`config.mk`:
```
export PLATFORM = sky130hd
export DESIGN_NAME = fpu_cvt16_result_buffer
export DESIGN_NICKNAME = d
export VERILOG_FILES = /design/src/rtl/fpu_cvt16_result_buffer.sv
export SDC_FILE = /design/constraint.sdc
export NUM_CORES = 1
export LEC_CHECK = 0
export BUFFER_PORTS_ARGS = -buffer_cell sky130_fd_sc_hd__buf_4
export CORE_MARGIN = 10
export CORE_UTILIZATION = 40
export CTS_CLUSTER_SIZE = 20
export DETAILED_ROUTE_END_ITERATION = 8
export GPL_TIMING_DRIVEN = 1
export SETUP_SLACK_MARGIN = 0.2
export SYNTH_ARGS = -nofsm -noshare
export SYNTH_HDL_FRONTEND = slang
export SYNTH_SLANG_ARGS = --single-unit
export TNS_END_PERCENT = 5
```
`constraint.sdc`:
```
create_clock -name CLK -period 7.85 [get_ports CLK]
set_input_delay 2.355 -clock CLK [delete_from_list [all_inputs] [get_ports CLK]]
set_output_delay 2.355 -clock CLK [all_outputs]
set_load 0.01 [all_outputs]
```
`src/rtl/fpu_cvt16_result_buffer.sv`:
```
// Result buffer behind the 16-bit convert stage: NaN-boxes half results, queues them in order
// and accumulates sticky exception flags. Optional macro: FPU_CVT16_CANON_NAN_EN.
module fpu_cvt16_result_buffer #(
    parameter int unsigned DEPTH = 4,
    parameter int unsigned TAG_W = 5
) (
    input  logic             CLK,
    input  logic             RST,
    input  logic             in_valid,
    output logic             in_ready,
    input  logic [31:0]      cvt_out,
    input  logic             res_is_half,
    input  logic [TAG_W-1:0] in_tag,
    input  logic [4:0]       in_flags,
    output logic             out_valid,
    input  logic             out_ready,
    output logic [31:0]      out_data,
    output logic [TAG_W-1:0] out_tag,
    output logic [4:0]       fflags,
    input  logic             fflags_clr
);

    localparam int unsigned PW = (DEPTH > 1) ? $clog2(DEPTH) : 1;
    localparam logic [PW:0]   DEPTH_C = (PW+1)'(DEPTH);
    localparam logic [PW-1:0] PTR_ONE = PW'(1);
    localparam logic [PW:0]   CNT_ONE = (PW+1)'(1);

    logic [31:0]      data_mem [DEPTH];
    logic [TAG_W-1:0] tag_mem  [DEPTH];

    logic [PW-1:0] wr_ptr;
    logic [PW-1:0] rd_ptr;
    logic [PW:0]   count;
    logic          push;
    logic          pop;
    logic [31:0]   stored_word;

    assign in_ready  = (count < DEPTH_C);
    assign out_valid = (count != '0);
    assign push      = in_valid & in_ready;
    assign pop       = out_valid & out_ready;

    always_comb begin
        stored_word = cvt_out;
        if (res_is_half) begin
            stored_word = {16'hFFFF, cvt_out[15:0]};
`ifdef FPU_CVT16_CANON_NAN_EN
            if ((cvt_out[14:10] == 5'h1F) && (cvt_out[9:0] != '0)) begin
                stored_word = 32'hFFFF_7E00;
            end
`endif
        end
    end

    // Storage is deliberately not reset; only the pointers and count define validity.
    always_ff @(posedge CLK) begin
        if (push) begin
            data_mem[wr_ptr] <= stored_word;
            tag_mem[wr_ptr]  <= in_tag;
        end
    end

    always_ff @(posedge CLK) begin
        if (RST) begin
            wr_ptr <= '0;
            rd_ptr <= '0;
            count  <= '0;
        end else begin
            if (push) wr_ptr <= wr_ptr + PTR_ONE;
            if (pop)  rd_ptr <= rd_ptr + PTR_ONE;
            case ({push, pop})
                2'b10:   count <= count + CNT_ONE;
                2'b01:   count <= count - CNT_ONE;
                default: count <= count;
            endcase
        end
    end

    // Clear applies before the same-cycle accept, so a cleared accept leaves just its own flags.
    always_ff @(posedge CLK) begin
        if (RST) begin
            fflags <= '0;
        end else if (fflags_clr) begin
            fflags <= push ? in_flags : '0;
        end else if (push) begin
            fflags <= fflags | in_flags;
        end
    end

    assign out_data = data_mem[rd_ptr];
    assign out_tag  = tag_mem[rd_ptr];

endmodule

```
Word-level counts from Yosys, hierarchy flattened --
Memory sizes are Yosys's and may differ from the RTL's. A register that Yosys moved wholly into a read port is not among the register bits. Cells that the tools add are included. Widths: inputs -> output; s select.
Operators by class: $add $sub $neg 4, magnitude comparators 1, equal/unequal tests 2, multiplexer cells 11, bitwise logic cells 3, reductions and logical operators 3
Operators by type and width (count):
- $mux 32 | 1
- $mux 5 | 3
- $mux 2 | 4
- $pmux 3 s2 | 1
- $or 5x5->5 | 1
- $add 2x1->2 const B | 2
- $reduce_bool 2->1 | 2
- $add 3x1->3 const B | 1
- $lt 3x3->1 const B | 1
- $reduce_bool 3->1 | 1
- $sub 3x1->3 const B | 1
- $and 1x1->1 | 2
- $eq 2x1->1 const B | 1
- $eq 2x2->1 const B | 1
- $mux 1 | 2
Word-level totals: register bits after elaboration 12, RAM bits 148, input bits 48, memories kept 2
Memories:
- data_mem | depth 4, width 32, rd ports 1, clocked after memory_dff 1, wr ports 1, line 28 | logic [31:0] data_mem [DEPTH];
- tag_mem | depth 4, width 5, rd ports 1, clocked after memory_dff 1, wr ports 1, line 29 | logic [TAG_W-1:0] tag_mem [DEPTH];

Depth between registers and ports, before layout --
depth after elaboration 4, mapped depth 9

Least setup slack after synthesis --
OpenSTA, ideal clock, no wires.
path kind input port to flip-flop, start point in in_valid, end point mem data_mem[0][0], enable pin, arrival time 3.729 ns, required time 7.452 ns, path slack 3.723 ns, stages 3, buffers on the path 1, cell sequence nor2b_1 buf_2 and2_1
Between the ends: longest elaborated chain between the ends 3
Ends and longest elaborated chain:
- start: declaration | line 9 | input logic in_valid,
- $and 1x1->1 | line 40 | assign push = in_valid & in_ready;
- $mux 1 | line 57 | if (push) begin
- $mux 1 (implied by the code) | line 58 | data_mem[wr_ptr] <= stored_word;
- end: declaration | line 28
Every way passes these cells.

==> impl_metrics.env <==
export IMPL_synth_top_cells_by_area="edfxtp_1, mux4_2, dfxtp_1"
export IMPL_fin_total_pwr_mw=2.49
export IMPL_synth_top_area_share_pct=72.5
export IMPL_fmax_ghz=0.214
export IMPL_synth_top_area_cell="edfxtp_1"
export IMPL_dieHeight_microns=144
export IMPL_skew_ns=0.00529
export IMPL_yosys_warnings=0
export IMPL_antenna_cells=0
export IMPL_ys_seq_area_share_pct=77.1
export IMPL_ff_latch_area_sq_mm=0.00473
export IMPL_layout_nets=434
export IMPL_worst_pin_slew_ns=1.05
export IMPL_cts_hold_buf=0
export IMPL_routed_wl_microns=11500
export IMPL_status="finished clean"
export IMPL_synthDistinctLibCells=25
export IMPL_synthSimpleGateAreaFrac_pct=3.63
export IMPL_cts_max_level=4
export IMPL_period_needed_ns=4.68
export IMPL_cts_buffers=17
export IMPL_antenna_found_initial=0
export IMPL_grtUsageTotal_pct=11.8
export IMPL_drt_iter0_markers=148
export IMPL_cellLeakagePower_nw=2.58
export IMPL_cts_resized=0
export IMPL_synth_compound_area_share_pct=0.939
export IMPL_die_area_sq_mm=0.0207
export IMPL_post_cts_setup_buffer_count=0
export IMPL_max_cap_violations=0
export IMPL_clkSlewWorstSetupHoldPaths_ns=0.06
export IMPL_io_buffers=91
export IMPL_hold_path_class="reg -> reg"
export IMPL_drtPass1Iterations=5
export IMPL_initial_utilization_pct=40.6
export IMPL_grt_max_degree=38
export IMPL_ys_ff_latch=162
export IMPL_clock_sinks=162
export IMPL_drc=0
export IMPL_synthAdderAreaFrac_pct=1.35
export IMPL_cts_buffer_depth=2
export IMPL_place_area_sq_mm=0.00696
export IMPL_worstSetupPathType="reg -> out"
export IMPL_grt_pass1_vias=3254
export IMPL_worstSkewPairLatency_ns=0.41
export IMPL_crit_path_end_kind="primary output"
export IMPL_die_w_microns=144
export IMPL_synthMostInstantiatedCell="edfxtp_1"
export IMPL_num_vias=2871
export IMPL_wl_per_cell_microns=19.9
export IMPL_finalSetupTns_ns=0
export IMPL_setup_viol=0
export IMPL_synth_common_cells="edfxtp_1, mux4_2, or2_2"
export IMPL_netlist_instances=280
export IMPL_slew_limit_headroom_pct=29.8
export IMPL_hpwlAfterDp_microns=7050
export IMPL_root_buffer="clkbuf_16"
export IMPL_core_sq_mm=0.0151
export IMPL_grt_overflow=0
export IMPL_fin_area_sq_mm=0.00754
export IMPL_path_max_fanout=30
export IMPL_syn_nets=334
export IMPL_peakVddDrop_mv=0.179
export IMPL_hold_viol_final=0
export IMPL_gp_congestion=0.660
export IMPL_area_delta_synth_final_pct=23.0
export IMPL_multi_input_area_sq_mm=0.00128
export IMPL_cp_data_required_time_ns=5.50
export IMPL_fin_crit_sh_pct=59.6
export IMPL_synth_area_mux_share_pct=14.2
export IMPL_grt_setup_unrepaired="false"
export IMPL_io_pins=92
export IMPL_synth_top_family_by_area="multiplexers"
export IMPL_worstPathArrival_ns=2.32
export IMPL_viasPerCell=4.94
export IMPL_grt_pass1_wl_microns=17800
export IMPL_fin_cells=581
export IMPL_synthArstFlopShare_pct=0
export IMPL_syn_area_sq_mm=0.00613
export IMPL_power_per_cell_area_mw_per_mm2=330
export IMPL_num_fill_cells=1266
export IMPL_post_synth_xor_area_fraction_pct=0.714
export IMPL_final_max_slew_viol_count=0
export IMPL_dp_cells=549
export IMPL_synth_edff_count=148
export IMPL_post_route_util_pct=50.0
export IMPL_drive_above_1_share_pct=43.3
export IMPL_crit_path_start_kind="register"
export IMPL_cts_tree="built"
export IMPL_ys_flop_type="edfxtp_1"
export IMPL_avgSynthCellArea_sq_um=21.9
export IMPL_postRouteAntennaNets=0
export IMPL_num_rows=45
[cell families after synthesis]
family	Yosys count
flops	162
simple gates	41
mux	38
buf+inv	18
compound gates	10
fa+ha+maj	6
xor+xnor	5
[registers in the layout, summed over array words and instances, names as in the netlist, named ones only]
name	count
fflags	5
tag_mem	20
data_mem	128
rd_ptr	2
count	3
wr_ptr	2
[layout by cell type, fill, tap and decap left out, types with 4 or more instances in the layout]
master     instances
and2_2             4
nor2b_1            6
clkbuf_1           6
clkbuf_8           4
buf_4             92
dfxtp_1           12
inv_1              7
a21oi_1            7
edfxtp_1         148
mux4_2            30
nor2_1            13
clkbuf_16         17
or2_2             16
mux4_1             7
ha_1               5
[worst paths after layout]
path,startpoint,to,slack (ns),cells after the start
min,rd_ptr[1],register,0.54,2
min reg2reg,rd_ptr[1],register,0.54,2
max reg2reg,count[2],data_mem[0][10],5.50,2
max,register,out_data[31],3.17,3
[worst max-delay path, stage by stage (launching register included)]
cell,delay (ns)
dfxtp_2,0.48
buf_4,0.56
mux4_1,0.67
buf_4,0.17
[layout make-up]
class                           count  share of cell area [%]
Clock inverter                      5                   0.996
Clock buffer                       27                    6.67
Timing Repair Buffer               92                    9.16
Multi-Input combinational cell    100                    17.0
Sequential cell                   162                    62.7
Inverter                            7                   0.349
Tap cell                          188                    3.12
[stage by stage]
stage | hold slack (ns) | setup slack (ns)
after global placement | 0.510 | 3.45
after detailed placement | 0.524 | 3.36
after floorplan | 0.485 | 3.72
final | 0.539 | 3.17
after CTS | 0.538 | 3.09
after global routing | 0.566 | 2.97
[report_power, final]
part	leakage, nW	switching, mW	internal [mW]
registers	1.45	0.0503	1.06
logic	0.841	0.278	0.306
clock network	0.285	0.297	0.501
[metal layers]
layer | vias to the layer above | routed length, microns | GRT usage (%)
met5 | - | 0 | 0
met1 | 1451 | 4770 | 13.8
li1 | 1328 | - | -
met2 | 78 | 5790 | 18.6
met4 | 0 | 154 | 5.64
met3 | 14 | 826 | 4.79
No activity file was read; power rests on OpenSTA's default activity.
